**config.mk**
```make
export PLATFORM = sky130hd
export DESIGN_NAME = condicionador_entradas
export DESIGN_NICKNAME = d
export VERILOG_FILES = /design/src/rtl/condicionador_entradas.sv
export SDC_FILE = /design/constraint.sdc
export NUM_CORES = 1
export LEC_CHECK = 0
export ABC_CLOCK_PERIOD_IN_PS = 4400
export CORE_ASPECT_RATIO = 1.4
export CORE_UTILIZATION = 30
export DETAILED_ROUTE_END_ITERATION = 8
export GPL_TIMING_DRIVEN = 0
export PLACE_DENSITY = 0.5
export SLEW_MARGIN = 20
export SYNTH_ARGS = -nofsm -noshare
export SYNTH_HDL_FRONTEND = slang
export SYNTH_SLANG_ARGS = --single-unit
```
**constraint.sdc**
```tcl
create_clock -name clock -period 4.4 [get_ports clock]
set_clock_uncertainty 0.15 [all_clocks]
set_input_delay 0.88 -clock clock [delete_from_list [all_inputs] [get_ports clock]]
set_output_delay 0.88 -clock clock [all_outputs]
set_load 0.005 [all_outputs]
```
**src/rtl/condicionador_entradas.sv**
```systemverilog
`default_nettype none
// ============================================================================
// Module      : condicionador_entradas
// Description : Input-conditioning stage in front of the game datapath and
//               control unit. Synchronises and debounces the raw start
//               button and the raw switch vector, producing:
//                 - a one-cycle start pulse (feeds the control unit iniciar);
//                 - a latched switch pattern (feeds the datapath chaves) with
//                   a one-cycle strobe whenever that pattern is updated.
//               Each press yields exactly one accepted pattern; a new one is
//               only taken after every switch has been released.
// Revision    : 1.0 - initial release
// ----------------------------------------------------------------------------
// Parameters
//   DEBOUNCE_CYCLES : consecutive stable cycles required (>= 2).
//                     4 for simulation, 50000 (1 ms @ 50 MHz) on the board.
//   N_CHAVES        : switch vector width.
// Ports
//   clock         in   1         system clock, rising edge
//   reset         in   1         asynchronous reset, active high
//   iniciar_raw   in   1         raw start button, asynchronous to clock
//   chaves_raw    in   N_CHAVES  raw switches, asynchronous to clock
//   iniciar_pulso out  1         one-cycle pulse on debounced start press
//   jogada        out  N_CHAVES  last accepted pattern, held until next accept
//   jogada_pulso  out  1         one-cycle pulse while jogada shows a new value
//   erro_jogada   out  1         one-cycle pulse on a rejected (non one-hot)
//                                pattern; constant 0 unless ONEHOT_CHECK_EN
//   db_estado     out  4         switch FSM state code for the 7-seg debug
// Build options
//   ONEHOT_CHECK_EN : when defined, a stable pattern that is not one-hot is
//                     rejected (erro_jogada pulse, jogada untouched) instead
//                     of being accepted.
// ============================================================================
module condicionador_entradas #(
  parameter int DEBOUNCE_CYCLES = 4,
  parameter int N_CHAVES        = 4
) (
  input  logic                clock,
  input  logic                reset,
  input  logic                iniciar_raw,
  input  logic [N_CHAVES-1:0] chaves_raw,
  output logic                iniciar_pulso,
  output logic [N_CHAVES-1:0] jogada,
  output logic                jogada_pulso,
  output logic                erro_jogada,
  output logic [3:0]          db_estado
);

  // Counter only has to reach DEBOUNCE_CYCLES-1, so $clog2 bits suffice and
  // it never needs to wrap.
  localparam int             CNT_W    = (DEBOUNCE_CYCLES > 2) ? $clog2(DEBOUNCE_CYCLES) : 1;
  localparam logic [CNT_W-1:0] CNT_LAST = CNT_W'(DEBOUNCE_CYCLES - 1);
  localparam logic [CNT_W-1:0] CNT_ONE  = CNT_W'(1);

  typedef enum logic [1:0] {
    ESPERA   = 2'd0,  // waiting for any switch
    FILTRA   = 2'd1,  // candidate pattern must stay stable for the window
    REGISTRA = 2'd2,  // single cycle: pattern accepted, strobe high
    SOLTA    = 2'd3   // waiting for all switches released for the window
  } estado_t;

  // --------------------------------------------------------------------------
  // Two-flop synchronisers
  // --------------------------------------------------------------------------
  logic [N_CHAVES-1:0] chaves_meta_d, chaves_meta_q;
  logic [N_CHAVES-1:0] chaves_sync_d, chaves_sync_q;
  logic                iniciar_meta_d, iniciar_meta_q;
  logic                iniciar_sync_d, iniciar_sync_q;

  always_comb begin
    chaves_meta_d  = chaves_raw;
    chaves_sync_d  = chaves_meta_q;
    iniciar_meta_d = iniciar_raw;
    iniciar_sync_d = iniciar_meta_q;
  end

  always_ff @(posedge clock or posedge reset) begin
    if (reset) begin
      chaves_meta_q  <= '0;
      chaves_sync_q  <= '0;
      iniciar_meta_q <= 1'b0;
      iniciar_sync_q <= 1'b0;
    end else begin
      chaves_meta_q  <= chaves_meta_d;
      chaves_sync_q  <= chaves_sync_d;
      iniciar_meta_q <= iniciar_meta_d;
      iniciar_sync_q <= iniciar_sync_d;
    end
  end

  // --------------------------------------------------------------------------
  // Switch channel: Moore FSM with a shared window counter
  // --------------------------------------------------------------------------
  estado_t             estado_d, estado_q;
  logic [N_CHAVES-1:0] cand_d, cand_q;
  logic [CNT_W-1:0]    cnt_d, cnt_q;
  logic [N_CHAVES-1:0] jogada_d, jogada_q;
`ifdef ONEHOT_CHECK_EN
  logic                erro_d, erro_q;
`endif

  always_comb begin
    estado_d = estado_q;
    cand_d   = cand_q;
    cnt_d    = cnt_q;
    jogada_d = jogada_q;
`ifdef ONEHOT_CHECK_EN
    erro_d   = 1'b0;
`endif
    case (estado_q)
      ESPERA: begin
        if (chaves_sync_q != '0) begin
          estado_d = FILTRA;
          cand_d   = chaves_sync_q;
          cnt_d    = '0;
        end
      end

      FILTRA: begin
        if (chaves_sync_q == '0) begin
          estado_d = ESPERA;
          cnt_d    = '0;
        end else if (chaves_sync_q != cand_q) begin
          // Bounce or a second switch joining: restart the window on the
          // new pattern.
          cand_d = chaves_sync_q;
          cnt_d  = '0;
        end else if (cnt_q == CNT_LAST) begin
          cnt_d = '0;
`ifdef ONEHOT_CHECK_EN
          if ($onehot(cand_q)) begin
            estado_d = REGISTRA;
            jogada_d = cand_q;
          end else begin
            estado_d = SOLTA;
            erro_d   = 1'b1;
          end
`else
          estado_d = REGISTRA;
          jogada_d = cand_q;
`endif
        end else begin
          cnt_d = cnt_q + CNT_ONE;
        end
      end

      // jogada is loaded on entry so that the new value is already visible
      // during the single strobe cycle.
      REGISTRA: begin
        estado_d = SOLTA;
        cnt_d    = '0;
      end

      SOLTA: begin
        if (chaves_sync_q != '0) begin
          cnt_d = '0;
        end else if (cnt_q == CNT_LAST) begin
          estado_d = ESPERA;
          cnt_d    = '0;
        end else begin
          cnt_d = cnt_q + CNT_ONE;
        end
      end

      default: begin
        estado_d = ESPERA;
        cnt_d    = '0;
      end
    endcase
  end

  always_ff @(posedge clock or posedge reset) begin
    if (reset) begin
      estado_q <= ESPERA;
      cand_q   <= '0;
      cnt_q    <= '0;
      jogada_q <= '0;
`ifdef ONEHOT_CHECK_EN
      erro_q   <= 1'b0;
`endif
    end else begin
      estado_q <= estado_d;
      cand_q   <= cand_d;
      cnt_q    <= cnt_d;
      jogada_q <= jogada_d;
`ifdef ONEHOT_CHECK_EN
      erro_q   <= erro_d;
`endif
    end
  end

  // --------------------------------------------------------------------------
  // Start channel: independent filter on the synchronised button
  // --------------------------------------------------------------------------
  logic             iniciar_estavel_d, iniciar_estavel_q;
  logic [CNT_W-1:0] ini_cnt_d, ini_cnt_q;
  logic             ini_pulso_d, ini_pulso_q;

  // The stable level only follows the button after it has disagreed for the
  // full window; any agreeing cycle throws the partial count away.
  always_comb begin
    iniciar_estavel_d = iniciar_estavel_q;
    ini_cnt_d         = '0;
    ini_pulso_d       = 1'b0;
    if (iniciar_sync_q != iniciar_estavel_q) begin
      if (ini_cnt_q == CNT_LAST) begin
        iniciar_estavel_d = iniciar_sync_q;
        // Pulse only on the 0->1 flip; holding the button gives no more.
        ini_pulso_d       = iniciar_sync_q;
      end else begin
        ini_cnt_d = ini_cnt_q + CNT_ONE;
      end
    end
  end

  always_ff @(posedge clock or posedge reset) begin
    if (reset) begin
      iniciar_estavel_q <= 1'b0;
      ini_cnt_q         <= '0;
      ini_pulso_q       <= 1'b0;
    end else begin
      iniciar_estavel_q <= iniciar_estavel_d;
      ini_cnt_q         <= ini_cnt_d;
      ini_pulso_q       <= ini_pulso_d;
    end
  end

  // --------------------------------------------------------------------------
  // Outputs
  // --------------------------------------------------------------------------
  assign iniciar_pulso = ini_pulso_q;
  assign jogada        = jogada_q;
  assign jogada_pulso  = (estado_q == REGISTRA);
  assign db_estado     = {2'b00, estado_q};
`ifdef ONEHOT_CHECK_EN
  assign erro_jogada   = erro_q;
`else
  assign erro_jogada   = 1'b0;
`endif

endmodule
`default_nettype wire

```
==> results.json <==
{
  "synthArstFlopShare_pct": 100.0,
  "grt_usage_pct": 8.801,
  "rrSetupSlack_ps": 2430,
  "num_rows": 24,
  "synth_area_leaders": "dfrtp_1, mux2_4, xnor2_1, mux2_1, ha_1",
  "tightest_slew_ps": 940.3,
  "place_ws_ps": 2164,
  "status": "complete, no violations",
  "ys_types": 25,
  "diodes": 0,
  "drive_gt1_share_pct": 14.89,
  "max_freq_ghz": 0.4032,
  "grt_busiest_layer": "met2",
  "synth_top_area_share_pct": 64.36,
  "grt_max_degree": 27,
  "setup_viol": 0,
  "grtUsageMet3_pct": 1.935,
  "drtIter0Drc": 5,
  "yosysWarnings": 0,
  "vias_per_cell": 4.406,
  "via_count": 586,
  "cts_tree": "built",
  "grt_pass1_wl_mm": 2.401,
  "place_area_mm2": 0.001207,
  "relSlewSlack_pct": 37.24,
  "grt.overflow.total": 0,
  "hold_class": "flip-flop to flip-flop",
  "dieArea_mm2": 0.003609,
  "reg2reg_depth": 5,
  "grt_pass1_vias": 582,
  "power.total_mw": 0.4655,
  "crit_slowest_cell": "clkdlybuf4s50_1",
  "synth_area_per_cell_um2": 13.66,
  "worstPathCellList": "clkbuf_1 > nor2b_1 > clkdlybuf4s50_1",
  "coreArea_mm2": 0.003153,
  "max_cap_violations": 0,
  "clkTransAtPathRegs_ps": 80,
  "synthCells": 74,
  "max_stage_delay_ps": 500,
  "start_util_pct": 32.06,
  "root_buffer": "clkbuf_8",
  "numCtsBuffers": 3,
  "ys_seq_area_share_pct": 64.36,
  "path_class": "flip-flop to output port",
  "finalHoldViolCount": 0,
  "start_kind": "flip-flop",
  "synth_edf_count": 0,
  "hold_start": "chaves_meta_q[1]$_DFF_PP0_",
  "post_cts_resized": 0,
  "cellPowerDensity_mw_per_mm2": 368.8,
  "ir_drop_mv": 0.2404,
  "antenna_found_initial": 0,
  "yosys.area.top_type": "dfrtp_1",
  "period_minus_slack_ps": 2480,
  "cts_buffer_depth": 2,
  "place_congestion": 0.6871,
  "dominantRegCellSynth": "dfrtp_1",
  "fillerInstances": 311,
  "crit-reg2reg-launch": "cand_q[1]$_DFFE_PP0P_",
  "drt_pass1_iterations": 4,
  "startpoint": "estado_q[0]$_DFFE_PP0P_",
  "crit_arrival_ps": 1450,
  "die_y_um": 70.69,
  "layout.nets": 104,
  "timing.setup.tns_ps": 0,
  "area_delta_synth_final_pct": 24.88,
  "final_area_mm2": 0.001262,
  "cp-end-kind": "output port",
  "insertion_delay_ps": 270,
  "fin_ws_ps": 1920,
  "min_period_over_period_pct": 56.37,
  "synthTopCellsByCount": "dfrtp_1, xnor2_1, mux2_4, nor2_1",
  "required_ps": 3370,
  "grtUsageMet2_pct": 14.62,
  "yosysMostFrequentCell": "dfrtp_1",
  "clock-sinks": 26,
  "synth-seq-cells": 26,
  "grt_use_met1_pct": 9.972,
  "cp_max_fo": 8,
  "h-tree-depth": 1,
  "cts.hold.buffers_added": 0,
  "cts_setup_buffers": 0,
  "dieWidth_um": 51.06,
  "io_buffers": 14,
  "leakage_nw": 0.5589,
  "ant_nets": 0,
  "wl_per_cell_um": 10.40,
  "drc": 0,
  "io_pins": 18,
  "slew_violations": 0,
  "rsz0062_at_grt": "false",
  "final_util_pct": 40.04,
  "routed_wl_mm": 1.383,
  "min_path_cells": 0,
  "hpwl_mm": 1.046,
  "netlist_area_mm2": 0.001011
}
-- cell usage in the layout, fill, tap and decap left out, drive strengths merged --
master,instances
a32oi,2
and2,1
buf,4
clkbuf,5
clkdlybuf4s50,14
conb,3
dfrtp,26
ha,2
inv,2
mux2,8
nand2,3
nand3,3
nand4,1
nor2,4
nor2b,2
nor3,1
nor3b,1
nor4,1
o21a,1
o21ai,4
or4,1
xnor2,5
-- report_power, final --
part / internal, mW / switching (mW)
clock: 0.0799 / 0.0690
combinational: 0.0251 / 0.0200
sequential: 0.259 / 0.0127
total: 0.364 / 0.102
-- per-stage QoR --
step,instances,hold WS (ps)
finish,133,204.2
global route,133,214.8
CTS,133,205.2
detailed placement,129,184.7
global placement,129,182.1
floorplan,76,181.2
-- state kept, by name, summed over array words and instances, names as in the netlist, named ones only --
| register | count |
|---|---|
| cand_q | 4 |
| chaves_meta_q | 4 |
| chaves_sync_q | 4 |
| jogada | 4 |
| cnt_q | 2 |
| ini_cnt_q | 2 |
| estado_q | 1 |
| iniciar_estavel_q | 1 |
| iniciar_meta_q | 1 |
| iniciar_pulso | 1 |
| iniciar_sync_q | 1 |
-- worst max-delay path, delay by kind of cell (launching register included) --
| family | cells | cell delay (ps) |
|---|---|---|
| AND/OR/NAND/NOR | 1 | 140 |
| flip-flops | 1 | 370 |
| buffers and inverters | 2 | 670 |
-- cell type report --
cell class / count / area [µm²] / area share [%]
Timing Repair Buffer: 14 / 140.1 / 11.10
Clock buffer: 4 / 55.05 / 4.361
Buffer: 5 / 31.28 / 2.478
Sequential cell: 26 / 650.6 / 51.54
Inverter: 2 / 7.507 / 0.5946
Multi-Input combinational cell: 43 / 329.1 / 26.07
Tap cell: 39 / 48.80 / 3.865
-- kinds of logic (layout without fill, tap and decap cells) --
| logic type | count (synthesis) | in the layout | share of synthesized area, % |
|---|---|---|---|
| compound gates | 7 | 7 | 4.455 |
| xor+xnor | 5 | 5 | 4.331 |
| fa+ha+maj | 2 | 2 | 2.475 |
| buf+inv | 7 | 25 | 3.836 |
| flops | 26 | 26 | 64.36 |
| mux | 8 | 8 | 10.40 |
| other cells | 1 | 3 | 0.3709 |
| simple gates | 18 | 18 | 9.777 |
-- routing by layer --
metal	wire length (µm)	part of all wire, %	vias up
met5	0	0	-
met3	56	4.0	4
met2	715	52	14
li1	-	-	286
met4	28	2.0	0
met1	582	42	282
-- path summary, 6_finish.rpt --
kind | to
worst max-delay path | jogada_pulso
worst min-delay path | chaves_sync_q[1]$_DFF_PP0_
worst max register to register | jogada[0]$_DFFE_PP0P_
worst min register to register | chaves_sync_q[1]$_DFF_PP0_
max in group asynchronous | cand_q[3]$_DFFE_PP0P_
min in group asynchronous | chaves_meta_q[1]$_DFF_PP0_
(Power assumes the default switching activity.)
